**src/rtl/if_id_reg.sv**
```systemverilog
// ---------------------------------------------------------------------------
// if_id_reg -- IF/ID pipeline register
//
// Captures the PC and instruction word fetched by IF and presents them to
// ID one cycle later. Hazard-unit stalls hold the register. Taken branches
// and jumps flush it with a bubble. A small state machine swallows the
// pre-boot fetch issued while the PC still holds its reset value, so ID
// never decodes a spurious first instruction.
//
// Parameters
//   WORD_BITWIDTH  width of PC and instruction (default 32)
//   NOP_INSTR      bubble encoding, addi x0,x0,0 (default 32'h00000013)
//   PC_RESET_VAL   value IF's PC holds during reset (default 32'hFFFFFFFC)
//
// Ports
//   clk               in   clock
//   rst               in   synchronous active-high reset
//   hz_IFIDWrite      in   1 = stall (hold register), same polarity as IF PC hold
//   PCSrc             in   1 = branch/jump taken in ID, current fetch is wrong-path
//   if_pc             in   PC presented by IF
//   if_instr          in   instruction-memory read data for if_pc
//   if_id_pc          out  registered PC (0 for bubbles)
//   if_id_instr       out  registered instruction (NOP_INSTR for bubbles)
//   if_id_valid       out  1 = if_id_instr is a real instruction
//   if_id_misaligned  out  registered |if_pc[1:0] at capture
//   stall_cnt         out  [IF_ID_PERF_CNT_EN only] stalled cycles outside boot
//   flush_cnt         out  [IF_ID_PERF_CNT_EN only] bubbles loaded due to PCSrc
//   dbg_state_o       out  current state encoding (S_BOOT/S_RUN/S_HOLD)
//
// Optional feature macro: IF_ID_PERF_CNT_EN adds the two wrapping 32-bit
// performance counters. Without it the counters and their ports are absent.
//
// Handshake: there is no backpressure from ID. if_id_valid qualifies the
// payload each cycle; a valid-1 output always carries a PC and instruction
// captured in the same cycle. Valid-0 outputs are bubbles whose pc field is
// 0 and must not be used for branch targets.
// ---------------------------------------------------------------------------
module if_id_reg #(
    parameter int                       WORD_BITWIDTH = 32,
    parameter logic [WORD_BITWIDTH-1:0] NOP_INSTR     = WORD_BITWIDTH'(32'h00000013),
    parameter logic [WORD_BITWIDTH-1:0] PC_RESET_VAL  = WORD_BITWIDTH'(32'hFFFFFFFC)
) (
    input  logic                     clk,
    input  logic                     rst,
    input  logic                     hz_IFIDWrite,
    input  logic                     PCSrc,
    input  logic [WORD_BITWIDTH-1:0] if_pc,
    input  logic [WORD_BITWIDTH-1:0] if_instr,
    output logic [WORD_BITWIDTH-1:0] if_id_pc,
    output logic [WORD_BITWIDTH-1:0] if_id_instr,
    output logic                     if_id_valid,
    output logic                     if_id_misaligned,
`ifdef IF_ID_PERF_CNT_EN
    output logic [31:0]              stall_cnt,
    output logic [31:0]              flush_cnt,
`endif
    output logic [1:0]               dbg_state_o
);

    typedef enum logic [1:0] {
        S_BOOT = 2'b00,
        S_RUN  = 2'b01,
        S_HOLD = 2'b10
    } state_e;

    state_e                   state_q, state_d;
    logic [WORD_BITWIDTH-1:0] pc_q, pc_d;
    logic [WORD_BITWIDTH-1:0] instr_q, instr_d;
    logic                     valid_q, valid_d;
    logic                     mis_q, mis_d;

    // Event strobes used only by the optional counters; kept unconditional so
    // the next-state logic reads the same in both builds.
    logic                     stall_evt;
    logic                     flush_evt;

    // -----------------------------------------------------------------------
    // Next-state and next-payload logic
    // -----------------------------------------------------------------------
    always_comb begin
        state_d   = state_q;
        pc_d      = pc_q;
        instr_d   = instr_q;
        valid_d   = valid_q;
        mis_d     = mis_q;
        stall_evt = 1'b0;
        flush_evt = 1'b0;

        unique case (state_q)
            S_BOOT: begin
                // First cycle after reset: whatever IF shows is the pre-boot
                // fetch, so insert a bubble unconditionally.
                pc_d    = '0;
                instr_d = NOP_INSTR;
                valid_d = 1'b0;
                mis_d   = 1'b0;
                state_d = S_RUN;
            end

            S_RUN, S_HOLD: begin
                if (hz_IFIDWrite) begin
                    // Stall wins over flush so this stage stays in lockstep
                    // with IF, which also holds its PC in that case.
                    stall_evt = 1'b1;
                    state_d   = S_HOLD;
                end else begin
                    state_d = S_RUN;
                    if (PCSrc) begin
                        flush_evt = 1'b1;
                        pc_d      = '0;
                        instr_d   = NOP_INSTR;
                        valid_d   = 1'b0;
                        mis_d     = 1'b0;
                    end else if (if_pc == PC_RESET_VAL) begin
                        // Boot guard: a fetch at the reset PC is never a real
                        // instruction (covers long reset-release skew in IF).
                        pc_d    = '0;
                        instr_d = NOP_INSTR;
                        valid_d = 1'b0;
                        mis_d   = 1'b0;
                    end else begin
                        pc_d    = if_pc;
                        instr_d = if_instr;
                        valid_d = 1'b1;
                        mis_d   = |if_pc[1:0];
                    end
                end
            end

            default: begin
                // Unreachable encoding: recover through boot with a bubble.
                pc_d    = '0;
                instr_d = NOP_INSTR;
                valid_d = 1'b0;
                mis_d   = 1'b0;
                state_d = S_BOOT;
            end
        endcase
    end

    // -----------------------------------------------------------------------
    // State and payload registers
    // -----------------------------------------------------------------------
    always_ff @(posedge clk) begin
        if (rst) begin
            state_q <= S_BOOT;
            pc_q    <= '0;
            instr_q <= NOP_INSTR;
            valid_q <= 1'b0;
            mis_q   <= 1'b0;
        end else begin
            state_q <= state_d;
            pc_q    <= pc_d;
            instr_q <= instr_d;
            valid_q <= valid_d;
            mis_q   <= mis_d;
        end
    end

    assign if_id_pc         = pc_q;
    assign if_id_instr      = instr_q;
    assign if_id_valid      = valid_q;
    assign if_id_misaligned = mis_q;
    assign dbg_state_o      = state_q;

`ifdef IF_ID_PERF_CNT_EN
    // -----------------------------------------------------------------------
    // Performance counters (wrap modulo 2^32)
    // -----------------------------------------------------------------------
    logic [31:0] stall_cnt_q, stall_cnt_d;
    logic [31:0] flush_cnt_q, flush_cnt_d;

    always_comb begin
        stall_cnt_d = stall_cnt_q;
        flush_cnt_d = flush_cnt_q;
        if (stall_evt) begin
            stall_cnt_d = stall_cnt_q + 32'd1;
        end
        if (flush_evt) begin
            flush_cnt_d = flush_cnt_q + 32'd1;
        end
    end

    always_ff @(posedge clk) begin
        if (rst) begin
            stall_cnt_q <= '0;
            flush_cnt_q <= '0;
        end else begin
            stall_cnt_q <= stall_cnt_d;
            flush_cnt_q <= flush_cnt_d;
        end
    end

    assign stall_cnt = stall_cnt_q;
    assign flush_cnt = flush_cnt_q;
`else
    // Strobes have no consumer in this build.
    logic unused_evt;
    assign unused_evt = stall_evt ^ flush_evt;
`endif

endmodule

```
**config.mk**
```make
export PLATFORM = sky130hd
export DESIGN_NAME = if_id_reg
export DESIGN_NICKNAME = d
export VERILOG_FILES = /design/src/rtl/if_id_reg.sv
export SDC_FILE = /design/constraint.sdc
export NUM_CORES = 1
export LEC_CHECK = 0
export CORE_MARGIN = 8
export CORE_UTILIZATION = 41
export CTS_BUF_LIST = sky130_fd_sc_hd__clkbuf_8
export CTS_CLUSTER_DIAMETER = 150
export DETAILED_ROUTE_END_ITERATION = 6
export GPL_ROUTABILITY_DRIVEN = 0
export MAX_ROUTING_LAYER = met4
export PLACE_DENSITY = 0.86
export SYNTH_ARGS = -nofsm -noshare
export SYNTH_HDL_FRONTEND = slang
export SYNTH_SLANG_ARGS = --single-unit
```
**constraint.sdc**
```tcl
create_clock -name clk -period 4.45 [get_ports clk]
set_input_delay 0.89 -clock clk [delete_from_list [all_inputs] [get_ports clk]]
set_output_delay 0.89 -clock clk [all_outputs]
set_load 0.01 [all_outputs]
```
==> insert_results.sql, run 1 <==
INSERT INTO impl_metrics (metric_group, metric, value, unit) VALUES
('run_status', 'status', 'completed', ''),
('sta', 'timing.max_slew.rel_slack', '0.293', ''),
('power', 'power.static_leakage', '1.49', 'nW'),
('route', 'num_vias', '1976', ''),
('synth', 'synth_top_area_share', '0.591', ''),
('cells_and_area', 'num-nets-final', '384', ''),
('global_route', 'initial_antenna_violation_count', '0', ''),
('clocking', 'h-tree-depth', '3', ''),
('worst_setup_path', 'worstSetupEndpointType', 'flop', ''),
('floorplanning', 'dieHeight', '90.9', 'um'),
('cells_and_area', 'antenna-diode-count', '0', ''),
('route', 'dr.pass1.iters', '3', ''),
('sta', 'max_clock_freq', '371', 'MHz'),
('synth', 'synth_seq_cells', '68', ''),
('floorplanning', 'dieWidth', '90.9', 'um'),
('global_route', 'number_of_global_route_vias_before_repair', '2184', ''),
('clocking', 'numCtsBuffers', '9', ''),
('clocking', 'clock-sinks', '68', ''),
('clocking', 'cts_buffer_depth', '2', ''),
('clocking', 'cts_post_setup_buffers_inserted', '0', ''),
('sta', 'clock_skew', '0.00733', 'ns'),
('route', 'wl_per_cell', '17.7', 'um'),
('run', 'max_capacitance_violation_count', '0', ''),
('placement', 'placement.cell_area', '3670', 'um^2'),
('clocking', 'cts-root-buf', 'sky130_fd_sc_hd__clkbuf_8', ''),
('sta', 'fin_crit_sh', '0.605', ''),
('cells_and_area', 'layout-area-overhead-vs-synth', '66.6', '%'),
('synth', 'sequential_cell_area_fraction_in_the_yosys_report', '0.591', ''),
('clocking', 'clock_tree_from_tritoncts', 'built', ''),
('synth', 'synth.distinct_cells', '22', ''),
('worst_setup_path', 'startpoint_type_of_the_worst_setup_path', 'input port', ''),
('global_route', 'grt_util_all_layers', '0.171', ''),
('route', 'detail_route.iter0.violations', '129', ''),
('cells_and_area', 'mostFrequentLayoutCell', 'sky130_fd_sc_hd__clkdlybuf4s50_1', ''),
('synth', 'synthesis.yosys.warnings', '0', ''),
('floorplanning', 'num_rows', '27', ''),
('synth', 'library_cell_occupying_the_most_area_in_the_post_synthesis_netlist', 'sky130_fd_sc_hd__dfxtp_1', ''),
('hold_path', 'holdCritPathClass', 'flop to flop', ''),
('sta', 'fin_setup_tns', '0', 'ns'),
('synth', 'netlist_area', '2300', 'um^2'),
('cells_and_area', 'layout_common_cells', '135 x sky130_fd_sc_hd__clkdlybuf4s50_1, 68 x sky130_fd_sc_hd__dfxtp_1, 51 x sky130_fd_sc_hd__a22o_2', ''),
('clocking', 'clk_pin_slew', '0.06', 'ns'),
('sta', 'grt_setup_unrepaired', 'no', ''),
('floorplanning', 'floorplan.core_area', '5470', 'um^2'),
('clocking', 'cts.hold.buffers_added', '0', ''),
('floorplanning', 'boundaryPins', '136', ''),
('floorplanning', 'initial_core_util', '0.421', ''),
('global_route', 'global_route.overflow_total', '0', ''),
('synth', 'synthCells', '178', ''),
('power', 'worst_ir_drop_vdd', '162', 'uV'),
('placement', 'place_hpwl', '5.17', 'mm'),
('synth', 'syn-num-nets', '248', ''),
('floorplanning', 'dieArea', '8270', 'um^2'),
('sta', 'max_slew.worst_pin.slew', '1.06', 'ns'),
('worst_setup_path', 'worst_ep_arrival_time', '2.96', 'ns'),
('route', 'remaining_drc_errors', '0', ''),
('clocking', 'cts_repair_resize_count', '0', ''),
('cells_and_area', 'final_layout_size_suffix_gt1_frac', '0.230', ''),
('sta', 'finalSetupViolations', '0', ''),
('worst_setup_path', 'critPathKind', 'input port to flop', ''),
('route', 'routed_wl', '6.92', 'mm'),
('synth', 'postSynthAreaPerCell', '12.9', 'um^2'),
('placement', 'placement.io_buffers', '135', ''),
('sta', 'report.final.slew_viol_count', '0', ''),
('global_route', 'largest_net_degree_at_the_start_of_global_routing', '65', ''),
('cells_and_area', 'design_area', '3830', 'um^2'),
('synth', 'synth.area.top_cells', 'sky130_fd_sc_hd__dfxtp_1 59%, sky130_fd_sc_hd__a22o_2 22%, sky130_fd_sc_hd__a22o_1 3.8%', ''),
('route', 'vias_per_cell', '5.07', ''),
('global_route', 'global_route_wire_length_before_repair', '11.3', 'mm'),
('route', 'final_antenna_net_count', '0', ''),
('worst_setup_path', 'crit_required', '4.72', 'ns'),
('sta', 'finalWorstPathRequiredPeriod', '2.69', 'ns'),
('worst_setup_path', 'timing.critical_path.fanout_max', '25', ''),
('clocking', 'insertion_delay', '0.32', 'ns'),
('power', 'power.density_cell_area', '319', 'nW/um^2'),
('sta', 'final_hold_viol_count', '0', '');
==> registers in the layout, indices dropped and copies added, names as in the netlist <==
register          count
dbg_state_o           2
if_id_instr          32
if_id_misaligned      1
if_id_pc             32
if_id_valid           1
==> cell usage after synthesis <==
master	n
sky130_fd_sc_hd__a21o_1	1
sky130_fd_sc_hd__a21oi_1	4
sky130_fd_sc_hd__a22o_1	10
sky130_fd_sc_hd__a22o_2	51
sky130_fd_sc_hd__a31oi_4	1
sky130_fd_sc_hd__buf_2	2
sky130_fd_sc_hd__buf_6	6
sky130_fd_sc_hd__clkbuf_1	4
sky130_fd_sc_hd__dfxtp_1	68
sky130_fd_sc_hd__ha_1	2
sky130_fd_sc_hd__inv_1	6
sky130_fd_sc_hd__inv_2	1
sky130_fd_sc_hd__nand2_1	2
sky130_fd_sc_hd__nand2b_4	1
sky130_fd_sc_hd__nand4_1	7
sky130_fd_sc_hd__nor2_1	5
sky130_fd_sc_hd__nor3_1	2
sky130_fd_sc_hd__nor4_2	1
sky130_fd_sc_hd__nor4_4	1
sky130_fd_sc_hd__o21ai_0	1
sky130_fd_sc_hd__or2_2	1
sky130_fd_sc_hd__or3_4	1
==> cell families after synthesis <==
kind of cell / synth area share
AOI/OAI and AO/OA: 0.283
buffers and inverters: 0.0516
and+or+nand+nor: 0.0630
adders and majority gates: 0.0109
DFF: 0.591
==> metal layers <==
metal | vias to the layer above | global-route usage | part of all wire
met5 | - | - | 0
met4 | 0 | 0.0832 | 0.026
met3 | 15 | 0.0576 | 0.063
met2 | 87 | 0.263 | 0.47
met1 | 927 | 0.197 | 0.44
li1 | 947 | - | -
==> path summary, 6_finish.rpt <==
| kind | from | to | slack, ns | cells after the start |
|---|---|---|---|---|
| hold / removal | if_id_valid | if_id_valid | 0.45 | 1 |
| hold reg to reg | if_id_valid | if_id_valid | 0.45 | 1 |
| setup / recovery | rst | if_id_pc[23] | 1.76 | 6 |
| setup reg to reg | dbg_state_o[0] | if_id_pc[23] | 2.07 | 7 |
==> final cells by class <==
| class | instances | area (um^2) |
|---|---|---|
| Inverter | 7 | 26.3 |
| Multi-Input combinational cell | 91 | 822 |
| Tap cell | 72 | 90.1 |
| Clock buffer | 11 | 151 |
| Fill cell | 429 | 1640 |
| Sequential cell | 68 | 1360 |
| Timing Repair Buffer | 137 | 1370 |
| Clock inverter | 4 | 17.5 |
==> worst max-delay path, cell delays in order <==
cell and delay, ns:
sky130_fd_sc_hd__clkdlybuf4s50_1 0.42, sky130_fd_sc_hd__nand2b_4 0.15, sky130_fd_sc_hd__or3_4 0.34, sky130_fd_sc_hd__a31oi_4 0.59, sky130_fd_sc_hd__buf_4 0.38, sky130_fd_sc_hd__a22o_2 0.18
==> metrics by stage <==
step                      hold WS [ns]  setup slack, ns  total power, mW  utilization  std cells
after floorplan                  0.483             2.42            0.705            -        178
after global placement           0.434             1.45            0.809        0.670        375
after detailed placement         0.438             1.41            0.813        0.670        375
after CTS                        0.453             1.77             1.24        0.701        390
after global routing             0.478             1.65             1.28        0.701        390
final                            0.450             1.76             1.23        0.701        390
==> report_power, final <==
part | switching, mW | total, mW | internal, mW
Sequential | 0.0105 | 0.638 | 0.627
Combinational | 0.0615 | 0.162 | 0.100
Clock | 0.202 | 0.426 | 0.224
Total | 0.274 | 1.23 | 0.951
(Power assumes the default switching activity.)
==> inputs of run 2 (changes only) <==
- CORE_UTILIZATION: 41 -> 35
- PLACE_DENSITY: 0.86 -> 0.78
- clock period: 4.45 -> 2.44 ns (I/O delays scaled with it)
==> run 2 against run 1 <==
- total power increased by 100%
- register-to-register slack got worse by 1.5 ns
- clock skew increased by 0.00052 ns
- critical path depth unchanged
- core utilization decreased by 8.2 points
- final area increased by 2.4%
- critical path type unchanged
==> insert_results.sql, run 2 (synthesis results as in run 1) <==
INSERT INTO impl_metrics (metric_group, metric, value, unit) VALUES
('power', 'worst_ir_drop_vdd', '447', 'uV'),
('clocking', 'clock_tree_from_tritoncts', 'built', ''),
('power', 'sequential_cell_fraction_of_total_power', '0.473', ''),
('route', 'wl_per_cell', '17.6', 'um'),
('sta', 'fin_setup_tns', '0', 'ns'),
('worst_setup_path', 'worstSetupEndpointType', 'flop', ''),
('floorplanning', 'dieHeight', '97.1', 'um'),
('power', 'power.static_leakage', '1.51', 'nW'),
('sta', 'finalWorstPathRequiredPeriod', '1.89', 'ns'),
('sta', 'timing.max_slew.rel_slack', '0.770', ''),
('floorplanning', 'num_rows', '29', ''),
('power', 'pwr-share-clk', '0.403', ''),
('route', 'remaining_drc_errors', '0', ''),
('route', 'detail_route.iter0.violations', '87', ''),
('floorplanning', 'boundaryPins', '136', ''),
('worst_setup_path', 'timing.critical_path.fanout_max', '17', ''),
('cells_and_area', 'layout_common_cells', '135 x sky130_fd_sc_hd__clkdlybuf4s50_1, 68 x sky130_fd_sc_hd__dfxtp_1, 51 x sky130_fd_sc_hd__a22o_2', ''),
('route', 'vias_per_cell', '4.93', ''),
('cells_and_area', 'num-nets-final', '386', ''),
('clocking', 'cts_post_setup_buffers_inserted', '0', ''),
('sta', 'grt_setup_unrepaired', 'no', ''),
('placement', 'placement.io_buffers', '135', ''),
('power', 'p_sw', '0.552', 'mW'),
('clocking', 'cts.hold.buffers_added', '0', ''),
('global_route', 'grt_util_all_layers', '0.153', ''),
('clocking', 'cts_repair_resize_count', '0', ''),
('cells_and_area', 'final_util', '0.619', ''),
('floorplanning', 'dieArea', '9430', 'um^2'),
('floorplanning', 'floorplan.core_area', '6350', 'um^2'),
('sta', 'max_slew.worst_pin.slew', '0.342', 'ns'),
('worst_setup_path', 'startpoint_type_of_the_worst_setup_path', 'input port', ''),
('sta', 'clock_skew', '0.00785', 'ns'),
('sta', 'final_hold_viol_count', '0', ''),
('route', 'num_vias', '1964', ''),
('power', 'sw_frac_of_total', '0.225', ''),
('sta', 'max_clock_freq', '528', 'MHz'),
('sta', 'postLayoutSetupSlackWorst', '0.547', 'ns'),
('sta', 'fin_crit_sh', '0.776', ''),
('route', 'dr.pass1.iters', '4', ''),
('worst_setup_path', 'worst-r2r-setup-slack', '0.55', 'ns'),
('worst_setup_path', 'critPathKind', 'input port to flop', ''),
('placement', 'placement.setup.worst_slack', '0.175', 'ns'),
('clocking', 'h-tree-depth', '3', ''),
('global_route', 'global_route.overflow_total', '0', ''),
('run_status', 'status', 'completed', ''),
('cells_and_area', 'final_layout_size_suffix_gt1_frac', '0.240', ''),
('clocking', 'numCtsBuffers', '9', ''),
('global_route', 'largest_net_degree_at_the_start_of_global_routing', '65', ''),
('global_route', 'number_of_global_route_vias_before_repair', '2131', ''),
('global_route', 'initial_antenna_violation_count', '0', ''),
('hold_path', 'holdCritPathClass', 'flop to flop', ''),
('clocking', 'cts_buffer_depth', '2', ''),
('run', 'max_capacitance_violation_count', '0', ''),
('worst_setup_path', 'crit_required', '2.65', 'ns'),
('cells_and_area', 'antenna-diode-count', '0', ''),
('route', 'routed_wl', '7.00', 'mm'),
('cells_and_area', 'mostFrequentLayoutCell', 'sky130_fd_sc_hd__clkdlybuf4s50_1', ''),
('floorplanning', 'dieWidth', '97.1', 'um'),
('sta', 'fin_worst_hold_slack', '0.458', 'ns'),
('sta', 'report.final.slew_viol_count', '0', ''),
('clocking', 'cts-root-buf', 'sky130_fd_sc_hd__clkbuf_8', ''),
('clocking', 'insertion_delay', '0.33', 'ns'),
('clocking', 'clk_pin_slew', '0.07', 'ns'),
('route', 'final_antenna_net_count', '0', ''),
('placement', 'place_hpwl', '5.35', 'mm'),
('sta', 'finalSetupViolations', '0', ''),
('clocking', 'clock-sinks', '68', ''),
('power', 'pwr-share-comb', '0.124', ''),
('power', 'power.density_cell_area', '625', 'nW/um^2'),
('floorplanning', 'initial_core_util', '0.363', ''),
('global_route', 'global_route_wire_length_before_repair', '11.4', 'mm'),
('cells_and_area', 'layout-area-overhead-vs-synth', '70.7', '%'),
('power', 'internal-power', '1.90', 'mW'),
('worst_setup_path', 'worst_ep_arrival_time', '2.11', 'ns');
-- run 2: changes by cell type in the layout (fill, tap and decap cells not counted), sizes merged --
cell	delta
clkinvlp	+2
bufinv	+2
clkbuf	-2
buf	+2
inv	-1
-- run 2: path summary, 6_finish.rpt --
path,endpoint,from,cells past startpoint
worst max-delay path,if_id_instr[21],if_pc[26],6
worst min-delay path,if_id_valid,if_id_valid,1
worst max register to register,if_id_instr[21],dbg_state_o[0],7
worst min register to register,if_id_valid,if_id_valid,1
-- run 2: through the flow --
| stage | power (mW) | area (um^2) | std cells |
|---|---|---|---|
| floorplan | 1.29 | 2300 | 178 |
| global placement | 1.49 | 3710 | 382 |
| detailed placement | 1.49 | 3710 | 382 |
| CTS | 2.48 | 3930 | 398 |
| global route | 2.56 | 3930 | 398 |
| finish | 2.46 | 3930 | 398 |
-- run 2: worst max-delay path, stage by stage --
cell and delay (ns):
sky130_fd_sc_hd__clkdlybuf4s50_1 0.48, sky130_fd_sc_hd__nand4_1 0.17, sky130_fd_sc_hd__nor4_4 0.35, sky130_fd_sc_hd__a31oi_4 0.15
sky130_fd_sc_hd__buf_4 0.23, sky130_fd_sc_hd__a22o_2 0.23
-- run 2: power by group through the flow --
stage	Sequential, mW	Clock (mW)	Combinational, mW
global placement	1.18	0	0.301
CTS	1.16	1.02	0.307
floorplan	1.20	0	0.0848
global route	1.17	1.07	0.325
detailed placement	1.19	0	0.306
finish	1.16	0.990	0.304
-- run 2: area by class of cell --
type / count / area (um^2)
clock buffer: 9 / 124
clock inverter: 7 / 92.6
fill: 532 / 2420
inverter: 7 / 26.3
multi-input combinational: 91 / 822
sequential: 68 / 1360
tap: 77 / 96.3
timing repair buffer: 139 / 1410
-- run 2: per-layer routing --
layer / wire length [um] / track usage / up-vias
met3: 437 / 0.0469 / 11
li1: - / - / 954
met4: 112 / 0.0627 / 0
met1: 3150 / 0.182 / 920
met5: 0 / - / -
met2: 3300 / 0.233 / 79
